--- src/rtl/sig_ext_pkg.sv ---
// sig_ext_pkg: state encoding and index sizing shared by the pulse-extension scheduler.
package sig_ext_pkg;
   typedef enum logic [1:0] {IDLE, EXTEND, GAP} state_t;
   function automatic int idx_w(input int n);
      return (n < 2) ? 1 : $clog2(n);
   endfunction
endpackage

--- src/rtl/rr_arb.sv ---
// rr_arb: combinational round-robin pick, searching upward from ptr+1 with wrap.
module rr_arb import sig_ext_pkg::*; #(
   parameter int N = 4,
   localparam int IW = idx_w(N)
) (
   input  logic [N-1:0]  req,
   input  logic [IW-1:0] ptr,
   output logic [N-1:0]  grant,
   output logic [IW-1:0] idx,
   output logic          any
);
   logic [N-1:0] hi, sel;
   // Requests above the pointer win; otherwise wrap to the lowest requester.
   always_comb begin
      hi = '0;
      for (int j = 0; j < N; j++) hi[j] = req[j] && (j > int'(ptr));
      sel = (|hi) ? hi : req;
      grant = '0;
      idx = '0;
      for (int j = N - 1; j >= 0; j--) begin
         if (sel[j]) begin
            grant = '0;
            grant[j] = 1'b1;
            idx = IW'(j);
         end
      end
      any = |req;
   end
endmodule

--- src/rtl/sig_ext_sched.sv ---
// sig_ext_sched: round-robin shared pulse extender; one strobe of the requested
// length at a time, followed by a programmable low gap and a done pulse.
module sig_ext_sched import sig_ext_pkg::*; #(
   parameter int C_NUM_REQ = 4,
   parameter int C_LEN_WIDTH = 8,
   parameter int C_GAP_CYCLES = 1,
   localparam int IW = idx_w(C_NUM_REQ),
   localparam int GW = (C_GAP_CYCLES > 1) ? $clog2(C_GAP_CYCLES) : 1
) (
   input  logic                             clk,
   input  logic                             rst,
   input  logic                             ce,
   input  logic [C_NUM_REQ-1:0]             req_valid,
   input  logic [C_NUM_REQ*C_LEN_WIDTH-1:0] req_len,
   output logic [C_NUM_REQ-1:0]             req_ready,
   output logic                             ext_out,
   output logic [IW-1:0]                    ext_owner,
   output logic                             busy,
   output logic                             done,
   output logic [IW-1:0]                    done_id
);
   localparam logic [GW-1:0] G_LOAD = GW'((C_GAP_CYCLES > 0) ? C_GAP_CYCLES - 1 : 0);
   localparam state_t AFTER = (C_GAP_CYCLES > 0) ? GAP : IDLE;
   state_t state;
   logic [C_LEN_WIDTH-1:0] cnt, glen;
   logic [GW-1:0] gcnt;
   logic [IW-1:0] ptr, gidx;
   logic [C_NUM_REQ-1:0] grant;
   logic gany;
   rr_arb #(.N(C_NUM_REQ)) u_arb (
      .req(req_valid),
      .ptr(ptr),
      .grant(grant),
      .idx(gidx),
      .any(gany)
   );
   assign glen = req_len[int'(gidx) * C_LEN_WIDTH +: C_LEN_WIDTH];
   assign req_ready = (state == IDLE && ce) ? grant : '0;
   assign busy = state != IDLE;
   // done is only cleared on enabled edges, so it stretches across ce stalls.
   always_ff @(posedge clk or posedge rst) begin
      if (rst) begin
         state <= IDLE;
         cnt <= '0;
         gcnt <= '0;
         ptr <= IW'(C_NUM_REQ - 1);
         ext_out <= 1'b0;
         ext_owner <= '0;
         done <= 1'b0;
         done_id <= '0;
      end else if (ce) begin
         done <= 1'b0;
         case (state)
            IDLE: begin
               if (gany) begin
                  ext_owner <= gidx;
                  ptr <= gidx;
                  if (glen != '0) begin
                     cnt <= glen - 1'b1;
                     ext_out <= 1'b1;
                     state <= EXTEND;
                  end else begin
                     done <= 1'b1;
                     done_id <= gidx;
                     gcnt <= G_LOAD;
                     state <= AFTER;
                  end
               end
            end
            EXTEND: begin
               if (cnt == '0) begin
                  ext_out <= 1'b0;
                  done <= 1'b1;
                  done_id <= ext_owner;
                  gcnt <= G_LOAD;
                  state <= AFTER;
               end else begin
                  cnt <= cnt - 1'b1;
               end
            end
            GAP: begin
               if (gcnt == '0) state <= IDLE;
               else gcnt <= gcnt - 1'b1;
            end
            default: state <= IDLE;
         endcase
      end
   end
endmodule
--- config.mk ---
export PLATFORM = sky130hd
export DESIGN_NAME = sig_ext_sched
export DESIGN_NICKNAME = d
export VERILOG_FILES = /design/src/rtl/sig_ext_pkg.sv /design/src/rtl/rr_arb.sv /design/src/rtl/sig_ext_sched.sv
export SDC_FILE = /design/constraint.sdc
export NUM_CORES = 1
export LEC_CHECK = 0
export CAP_MARGIN = 20
export CORE_MARGIN = 2
export CORE_UTILIZATION = 47
export DETAILED_ROUTE_END_ITERATION = 7
export PLACE_DENSITY = 0.84
export REMOVE_ABC_BUFFERS = 1
export SYNTH_ARGS = -nofsm -noshare
export SYNTH_HDL_FRONTEND = slang
export SYNTH_SLANG_ARGS = --single-unit
--- constraint.sdc ---
create_clock -name clk -period 3.6 [get_ports clk]
set_clock_uncertainty 0.1 [all_clocks]
set_input_delay 0.36 -clock clk [delete_from_list [all_inputs] [get_ports clk]]
set_output_delay 0.36 -clock clk [all_outputs]
set_load 0.01 [all_outputs]
==> results.cfg <==
[routing]
post-route-drc-count = 0
vias_per_cell = 5.676
drt-initial-drc-count = 159
detail-route-antenna-nets = 0
wl_met1_um = 2076
drtPass1Iterations = 4
drt-total-wl_um = 4410
wl_met3_um = 277
highest_layer = met4
wl_per_cell_um = 14.13
route.vias.total = 1771
wl_met2_um = 2013

[floorplanning]
die_h_um = 63.08
core_um2 = 3337
dieArea_um2 = 3978
die_x_um = 63.08
initial_core_util = 0.4916
rows = 21
io_pins = 50

[clocking]
clk_latency_ps = 310
cts_sinks = 18
clk_pin_slew_ps = 110
holdBufCountCts = 0
cts_tree = done
ctsHtreeMaxLevel = 1
cts_root_buf = clkbuf_4
post_cts_resized = 0
cts_buffers = 3
post_cts_buffers = 0
clockBufferDepth = 2

[global_route]
grt_max_degree = 19
grt_first_pass_wirelength_um = 7458
grt_pass1_vias = 1655
antenna_found_initial = 0
gr-total-overflow = 0
grt_usage = 0.2263

[worst_hold_path]
holdCritPathClass = primary input to async pin

[synthesis]
yosys_most_used_dff = dfrtp_1
synthArstFlopShare = 1.000
avgSynthCellArea_um2 = 7.737
syn_area_um2 = 1640
ys_seq_elements = 18
yosysSeqAreaShare = 0.2761
netlist_instances = 212
synth_enable_flop_cells = 0
yosys_warnings = 0
synth.distinct_cells = 55

[worst_setup_path]
cp.required_ps = 3710
cp_max_fo = 15
crit_path_end_kind = flip-flop
critPathBufInv = 2
crit_top_cell = mux2i_1
cp_top_family = compound AO/OA/AOI/OAI gates
cp.arrival_ps = 3330
cp-start-kind = primary input
critPathMaxStageDelay_ps = 620
cp_slowest_cell = clkdlybuf4s50_1
path_cells = clkdlybuf4s50_1, nor2b_1, a21oi_2, o211ai_2, mux2i_1, o22ai_1, a21oi_1, ha_1, inv_1, a2111oi_4, mux2i_1, a211o_1
worstSetupPathType = primary input to flip-flop

[placed_design]
place_area_um2 = 2215
io_buffers = 49
place_ws_ps = 58.57
dp_hpwl_um = 3448
gp_congestion = 0.8975

[timing]
setup_viol = 0
slew_violations = 0
setup_tns_ps = 0
fmax_mhz = 310.5
max_slew_margin = 0.5380
tightest_slew_ps = 690.5
period_minus_slack_ps = 3221
fin_ws_ps = 379.0
rsz0062_at_grt = no
timing.final.crit_share = 0.8947
final_hold_viol_count = 0

[layout]
fillers = 283
n_antenna_cell = 0
nets = 307
area_delta_synth_final_pct = 37.22
drive_gt1_frac = 0.1165
final_cell_area_um2 = 2251

[flow_run]
max_cap_viol_count = 0

[run_status]
run_status = completed

[power]
powerDensity_nw_per_um2 = 719.5
cellLeakagePower_nw = 0.9050
vdd_ir_drop_max_mv = 0.5046
worst paths after layout:
kind / from / end / slack, ps / depth (start not counted)
setup / recovery: req_valid[3] / cnt[4]$_DFFE_PP0P_ / 380 / 12
hold / removal: rst / cnt[2]$_DFFE_PP0P_ / 350 / 2
setup reg to reg: ptr[1]$_DFFE_PP1P_ / cnt[7]$_DFFE_PP0P_ / 430 / 9
hold reg to reg: done_id[1]$_DFFE_PP0P_ / done_id[1]$_DFFE_PP0P_ / 430 / 1
max in group asynchronous: rst / ext_owner[0]$_DFFE_PP0P_ / 2620 / 2
min in group clk: done_id[1]$_DFFE_PP0P_ / done_id[1]$_DFFE_PP0P_ / 430 / 1
metrics by stage:
stage | power, mW | utilization | cells | hold WS, ps
final | 1.619 | 0.6745 | 312 | 346.9
after floorplan | 1.124 | - | 203 | 197.1
after detailed placement | 1.482 | 0.6637 | 308 | 404.1
after global placement | 1.463 | 0.6637 | 308 | 397.3
after global routing | 1.759 | 0.6745 | 312 | 417.3
after CTS | 1.618 | 0.6745 | 312 | 371.5
layout by cell type, fill, tap and decap left out, types with 6 or more instances in the layout:
cell	n
clkdlybuf4s50_1	49
nand2_1	31
a21oi_1	25
nor2_1	20
dfrtp_1	16
inv_1	15
buf_4	10
mux2i_1	9
o21ai_0	7
mux2_2	6
power breakdown:
part	internal, mW	switching, mW	leakage, nW
clock	0.0618	0.0677	0.0210
combinational	0.497	0.594	0.673
sequential	0.300	0.0999	0.211
metal layers:
metal  up-vias  global-route usage
li1        880                   -
met1       829              0.3186
met2        57              0.3617
met3         5             0.03036
met4         0             0.06667
met5         -                   0
kinds of logic (layout without fill, tap and decap cells):
| logic type | Yosys count | count (layout) | share of synthesized area |
|---|---|---|---|
| adder cells (fa/ha/maj) | 1 | 1 | 0.007627 |
| AO/OA/AOI/OAI | 69 | 69 | 0.3013 |
| XOR/XNOR | 2 | 2 | 0.01068 |
| multiplexers | 16 | 16 | 0.1053 |
| AND/OR/NAND/NOR | 82 | 82 | 0.2349 |
| buffers and inverters | 24 | 78 | 0.06407 |
| flip-flops | 18 | 18 | 0.2761 |
layout make-up:
class | instances | area (um^2) | area share
flip-flops and latches | 18 | 452.9 | 0.2012
repair buffers | 59 | 565.5 | 0.2513
inverters | 15 | 56.30 | 0.02501
multi-input cells | 170 | 1082 | 0.4808
well taps | 46 | 57.56 | 0.02557
clock buffers | 4 | 36.28 | 0.01612
synth_stat cells (all sizes together) (4+ instances only):
library cell / number / area [um^2]
a21oi: 26 / 133.9
a22oi: 5 / 37.54
buf: 5 / 33.78
clkbuf: 4 / 15.01
dfrtp: 16 / 400.4
inv: 15 / 56.30
mux2: 7 / 82.57
mux2i: 9 / 90.09
nand2: 31 / 116.4
nand2b: 4 / 25.02
nand3: 4 / 20.02
nor2: 20 / 75.07
nor3: 5 / 25.02
o21ai: 9 / 45.04
o22ai: 4 / 25.02
registers in the layout, indices dropped and copies added (netlist names):
register and count:
cnt 8, done_id 2, ext_owner 2, ptr 2
state 2, done 1, ext_out 1
(Power assumes the default switching activity.)
